**config.mk**
```make
export PLATFORM = sky130hd
export DESIGN_NAME = par_to_ser_tx
export DESIGN_NICKNAME = d
export VERILOG_FILES = /design/src/rtl/par_to_ser_pkg.sv /design/src/rtl/shift_reg_aclr.sv /design/src/rtl/par_to_ser_tx.sv
export SDC_FILE = /design/constraint.sdc
export NUM_CORES = 1
export LEC_CHECK = 0
export ABC_CLOCK_PERIOD_IN_PS = 1200
export BUFFER_PORTS_ARGS = -buffer_cell sky130_fd_sc_hd__buf_2
export CAP_MARGIN = 40
export CORE_MARGIN = 2
export CORE_UTILIZATION = 27
export DETAILED_ROUTE_END_ITERATION = 7
export SETUP_SLACK_MARGIN = 0.1
export SYNTH_ARGS = -nofsm -noshare
export SYNTH_HDL_FRONTEND = slang
export SYNTH_HIERARCHICAL = 1
export SYNTH_SLANG_ARGS = --single-unit
```
**constraint.sdc**
```tcl
create_clock -name clock -period 1.2 [get_ports clock]
set_input_delay 0.06 -clock clock [delete_from_list [all_inputs] [get_ports clock]]
set_output_delay 0.06 -clock clock [all_outputs]
set_load 0.1 [all_outputs]
```
**src/rtl/par_to_ser_pkg.sv**
```systemverilog
// Shared types and sizing helpers for the parallel-to-serial transmitter.
// Optional parity beat is enabled by defining PAR_TO_SER_PARITY_EN.
package par_to_ser_pkg;

   typedef enum logic {IDLE, SHIFT} tx_state_t;

   // Counter must reach BEATS-1 (up to N) without wrapping.
   function automatic int unsigned ctrWidth(input int unsigned n);
      return $clog2(n + 2);
   endfunction

`ifdef PAR_TO_SER_PARITY_EN
   localparam int unsigned PARITY_BEATS = 1;
`else
   localparam int unsigned PARITY_BEATS = 0;
`endif

endpackage

```
**src/rtl/shift_reg_aclr.sv**
```systemverilog
// Loadable W-bit shift register with zero fill and asynchronous active-high clear.
// dir=0 shifts toward bit 0, dir=1 shifts toward bit W-1.
module shift_reg_aclr
   import par_to_ser_pkg::*;
#(
   parameter int unsigned W = 8
) (
   input  logic         clock,
   input  logic         aclr,
   input  logic         load,
   input  logic         shift,
   input  logic         dir,
   input  logic [W-1:0] d,
   output logic [W-1:0] q
);

   always_ff @(posedge clock or posedge aclr) begin
      if (aclr) begin
         q <= '0;
      end else if (load) begin
         q <= d;
      end else if (shift) begin
         q <= dir ? (q << 1) : (q >> 1);
      end
   end

endmodule

```
**src/rtl/par_to_ser_tx.sv**
```systemverilog
// Parallel-to-serial transmitter: one N-bit word per frame over a valid/ready bit link.
// Define PAR_TO_SER_PARITY_EN to append an even-parity beat after the data bits.
module par_to_ser_tx
   import par_to_ser_pkg::*;
#(
   parameter int unsigned N         = 8,
   parameter int unsigned MSB_FIRST = 0
) (
   input  logic         clock,
   input  logic         aclr,
   input  logic         in_valid,
   output logic         in_ready,
   input  logic [N-1:0] in_data,
   output logic         ser_valid,
   input  logic         ser_ready,
   output logic         ser_out,
   output logic         ser_last,
   output logic         busy
);

   localparam int unsigned BEATS = N + PARITY_BEATS;
   localparam int unsigned W     = BEATS;
   localparam int unsigned CW    = ctrWidth(N);
   localparam logic [W-1:0] OUT_TAP = (MSB_FIRST != 0) ? (W'(1) << (W - 1)) : W'(1);

   tx_state_t     stateQ, stateNext;
   logic [CW-1:0] cntQ, cntNext;
   logic          lastQ, lastNext;
   logic          readyQ, readyNext;
   logic          validQ, validNext;
   logic          load, shift;
   logic [W-1:0]  loadWord;
   logic [W-1:0]  shiftQ;

`ifdef PAR_TO_SER_PARITY_EN
   // Parity rides in the shift register just behind the last data bit.
   logic parity;
   assign parity   = ^in_data;
   assign loadWord = (MSB_FIRST != 0) ? {in_data, parity} : {parity, in_data};
`else
   assign loadWord = in_data;
`endif

   shift_reg_aclr #(.W(W)) uShift (
      .clock (clock),
      .aclr  (aclr),
      .load  (load),
      .shift (shift),
      .dir   (MSB_FIRST != 0),
      .d     (loadWord),
      .q     (shiftQ)
   );

   always_ff @(posedge clock or posedge aclr) begin
      if (aclr) begin
         stateQ <= IDLE;
         cntQ   <= '0;
         lastQ  <= 1'b0;
         readyQ <= 1'b1;
         validQ <= 1'b0;
      end else begin
         stateQ <= stateNext;
         cntQ   <= cntNext;
         lastQ  <= lastNext;
         readyQ <= readyNext;
         validQ <= validNext;
      end
   end

   always_comb begin
      stateNext = stateQ;
      cntNext   = cntQ;
      lastNext  = lastQ;
      readyNext = readyQ;
      validNext = validQ;
      load      = 1'b0;
      shift     = 1'b0;
      case (stateQ)
         IDLE: begin
            if (in_valid) begin
               stateNext = SHIFT;
               load      = 1'b1;
               cntNext   = '0;
               lastNext  = (BEATS == 1);
            end
         end
         SHIFT: begin
            if (ser_ready) begin
               shift = 1'b1;
               if (lastQ) begin
                  stateNext = IDLE;
                  cntNext   = '0;
                  lastNext  = 1'b0;
               end else begin
                  cntNext  = cntQ + CW'(1);
                  lastNext = ((cntQ + CW'(1)) == CW'(BEATS - 1));
               end
            end
         end
      endcase
      // Handshake flags track the state being entered.
      readyNext = (stateNext == IDLE);
      validNext = (stateNext == SHIFT);
   end

   // Output-end tap; the mask picks bit 0 or bit W-1.
   assign ser_out   = |(shiftQ & OUT_TAP);
   assign in_ready  = readyQ;
   assign ser_valid = validQ;
   assign busy      = validQ;
   assign ser_last  = lastQ;

endmodule

```
==> implementation parameters <==
Parameter                              Value

Route
  Amount of wire on met2 after detailed routing ... 952 µm
  Highest metal used ... met4
  Residual DRC ... 0
  Detailed-routing wirelength on met1 ... around 830 µm
  Avg WL per Cell ... about 12 µm
  Met3 WL post-DR ... between 40 and 50 µm
  Total detailed-routing wirelength ... approximately 1900 µm
  Via density per instance ... roughly 4.3
  Total number of vias ... between 600 and 700
  Count of antenna-violating nets left after detailed routing ... 0
  Pre-antenna DRT Iters ... 4
  DR iter-0 viols ... 12

Synth
  Post-Syn Area ... roughly 850 µm²
  Number of cells produced by synthesis ... between 70 and 80
  Library cells used by synthesis ... 30
  Flip-flop and latch count after synthesis ... 15
  Count of synthesis-stage warnings from yosys ... 6
  Mean Syn Cell Area ... between 10 and 15 µm²
  Post-synthesis net count ... 93
  Sequential cell area fraction in the yosys report ... 0.441

Power and ir drop
  Overall power after layout ... ~3.1 mW
  Max VDD drop ... about 0.55 mV
  Pleak ... approximately 0.61 nW
  Power per Cell Area ... between 2000 and 2500 mW/mm²

STA
  Minimum hold slack ... around 0.044 ns
  RSZ-0062 raised after global routing ... true
  Highest attainable clock frequency ... about 840 MHz
  Number of endpoints with negative hold slack in the final report ... 0
  Setup violations, final ... 0
  Period utilization ... 0.994
  Clock Skews ... 0.00761 ns
  Minimum clock period ... roughly 1.2 ns
  Slew Limit Fails ... 0
  PnR worst setup slack ... around 0.0070 ns

Global route
  Remaining global-route overflow ... 0
  Largest net degree at the start of global routing ... 10
  Via count of the first global-routing pass ... between 700 and 800
  Initial antenna violation count ... 0
  Global-route wire length before repair ... 3240 µm
  Combined global-route utilization of all metal layers ... 0.123

Clocking
  Clock latency of the later-clocked register in the worst-skew pair ... approximately 0.28 ns
  Number of sinks handled by clock tree synthesis ... 15
  Clk root buf ... sky130_fd_sc_hd__clkbuf_4
  H-tree level count ... 1
  Number of buffers between clock root and the deepest sink ... 2
  TritonCTS clock tree ... built
  Clock input transition at the sequential cells of the worst setup and hold paths ... roughly 0.090 ns
  Clock buffers created by TritonCTS ... 3

Worst setup path
  Critical Path RT ... between 1 and 1.5 ns
  Termination of the worst setup path ... uShift/q[2]$_DFFE_PP0P_
  Largest fanout on the critical path ... 9
  CP Data Arrival Time ... approximately 1.4 ns
  CP Launch Type ... register
  R2r startpoint ... busy$_DFF_PP0_
  Slack of the worst reg-to-reg path ... approximately 0.007 ns
  Kind of end point of the critical path ... register
  Worst Setup Path Type ... register to register
  Cell count of the worst reg-to-reg path ... 4
  Start point of the critical path ... busy$_DFF_PP0_
  Reg2Reg Capture Point ... uShift/q[2]$_DFFE_PP0P_

Placed design
  RePlAce Congestion ... approximately 0.72
  Port-buffer cells ... 16
  Placed cell area ... approximately 0.0011 mm²
  Worst slack at placement ... -0.00333 ns
  Final HPWL DP ... ~1300 µm

Min path
  Hold/Removal Path Class ... input pin to register

Layout
  Total of fill cells in the finished design ... between 200 and 300
  Total area of sequential cells ... ~380 µm²
  Synthesis-to-layout area growth ... 53.7%
  Summed area of non-filler cells in the final layout ... approximately 0.0013 mm²
  Area occupied by multi-input gates ... just under 500 µm²
  Proportion of layout cells with a drive suffix above 1 ... 0.526
  Final cell utilization of the core ... 0.433
  Count of antenna diodes in the layout ... 0
  Layout Nets ... about 130

Floorplanning
  Die W ... about 60 µm
  Placement row count ... 20
  Count of pins on the block boundary ... 17
  Full die area ... 0.00363 mm²
  Height of the die ... around 60 µm
  Core outline area ... roughly 0.003 mm²
  Effective utilization at floorplan ... 0.282

Status
  Outcome ... completed

Job
  Max-cap violations ... 0
## per-stage QoR
step           std cells  setup TNS (ns)
3_5_place_dp         144        -0.00333
4_1_cts              158               0
3_3_place_gp         144               0
2_1_floorplan         79           -1.66
5_1_grt              158          -0.201
6_report             158               0
## registers in the layout, indices dropped and copies added (netlist names)
register / count
in_ready: 1
cntQ: 4
uShift/q: 8
busy: 1
ser_last: 1
## critical path, stage by stage (launching register included)
cell and delay (ns):
sky130_fd_sc_hd__dfrtp_4 0.53, sky130_fd_sc_hd__nand2_4 0.10, sky130_fd_sc_hd__inv_6 0.05, sky130_fd_sc_hd__or3b_4 0.39, sky130_fd_sc_hd__o211ai_2 0.06
## power by group
group          total, mW  internal (mW)  switching (mW)
Sequential          1.00          0.758           0.243
Clock              0.294          0.129           0.164
Combinational       1.83          0.855           0.978
## worst min path at each step
stage / start / endpoint / depth (start not counted)
6_report: in_data[7] / uShift/q[7]$_DFFE_PP0P_ / 3
5_1_grt: in_data[7] / uShift/q[7]$_DFFE_PP0P_ / 3
4_1_cts: in_data[0] / uShift/q[0]$_DFFE_PP0P_ / 3
3_5_place_dp: aclr / cntQ[2]$_DFFE_PP0P_ / 2
3_3_place_gp: aclr / cntQ[2]$_DFFE_PP0P_ / 2
2_1_floorplan: aclr / cntQ[0]$_DFFE_PP0P_ / 1
## cell families after synthesis
family	Yosys count	share of synthesized area
fa+ha+maj	2	0.0293
other cells	1	0.00439
mux	7	0.0821
simple gates	28	0.208
xor+xnor	2	0.0205
flops	15	0.441
compound gates	14	0.147
buf+inv	10	0.0674
## metal layers
layer  vias to the layer above  global-route usage
met5                         -                   0
met4                         0              0.0857
li1                        342                   -
met1                       327               0.160
met2                         8               0.188
met3                         2              0.0152
## cell usage in the layout, fill, tap and decap left out, types with 2 or more instances in the layout
cell | netlist | layout
sky130_fd_sc_hd__or3b_1 | 6 | 4
sky130_fd_sc_hd__o211ai_2 | 5 | 5
sky130_fd_sc_hd__o21ai_2 | 0 | 2
sky130_fd_sc_hd__nand2b_4 | 1 | 2
sky130_fd_sc_hd__dfrtp_4 | 0 | 2
sky130_fd_sc_hd__buf_6 | 2 | 5
sky130_fd_sc_hd__buf_12 | 0 | 4
sky130_fd_sc_hd__mux2i_1 | 7 | 7
sky130_fd_sc_hd__dfrtp_1 | 14 | 12
sky130_fd_sc_hd__a31oi_1 | 2 | 2
sky130_fd_sc_hd__nor2b_1 | 3 | 2
sky130_fd_sc_hd__inv_2 | 1 | 2
sky130_fd_sc_hd__clkbuf_4 | 0 | 3
sky130_fd_sc_hd__or3b_4 | 0 | 2
sky130_fd_sc_hd__dlygate4sd3_1 | 0 | 7
sky130_fd_sc_hd__buf_4 | 1 | 8
sky130_fd_sc_hd__a21o_1 | 2 | 2
sky130_fd_sc_hd__buf_2 | 1 | 11
sky130_fd_sc_hd__nand2_1 | 10 | 9
sky130_fd_sc_hd__inv_1 | 5 | 3
## layout make-up
class | count | share of cell area
Inverter | 6 | 0.0210
Sequential cell | 15 | 0.293
Tap cell | 44 | 0.0420
Clock buffer | 4 | 0.0200
Multi-Input combinational cell | 54 | 0.379
Timing Repair Buffer | 35 | 0.245
## Yosys cell counts, drive strengths merged
cell type	number	share of area
nand3	2	0.012
a21o	2	0.018
xor2	1	0.010
dfstp	1	0.031
a32o	1	0.012
inv	6	0.026
conb	1	0.0044
or3b	6	0.062
ha	2	0.029
a31oi	2	0.015
o211ai	6	0.082
o31ai	1	0.0088
nor3	1	0.012
dfrtp	14	0.41
or2	1	0.0073
xnor2	1	0.010
nand2	11	0.051
nand2b	3	0.034
nor2b	3	0.022
buf	4	0.041
mux2i	7	0.082
o21ai	2	0.012
nand3b	1	0.0088
## repair_timing
item / CTS / global route
setup endpoints to repair: 14 / 15
hold endpoints to repair: 21 / 0
gates resized for setup: 8 / 15
hold buffers: 7 / 0
pin swaps: 8 / 12
buffers inserted: 3 / 0
cloned: 0 / 0
(Power assumes the default switching activity.)
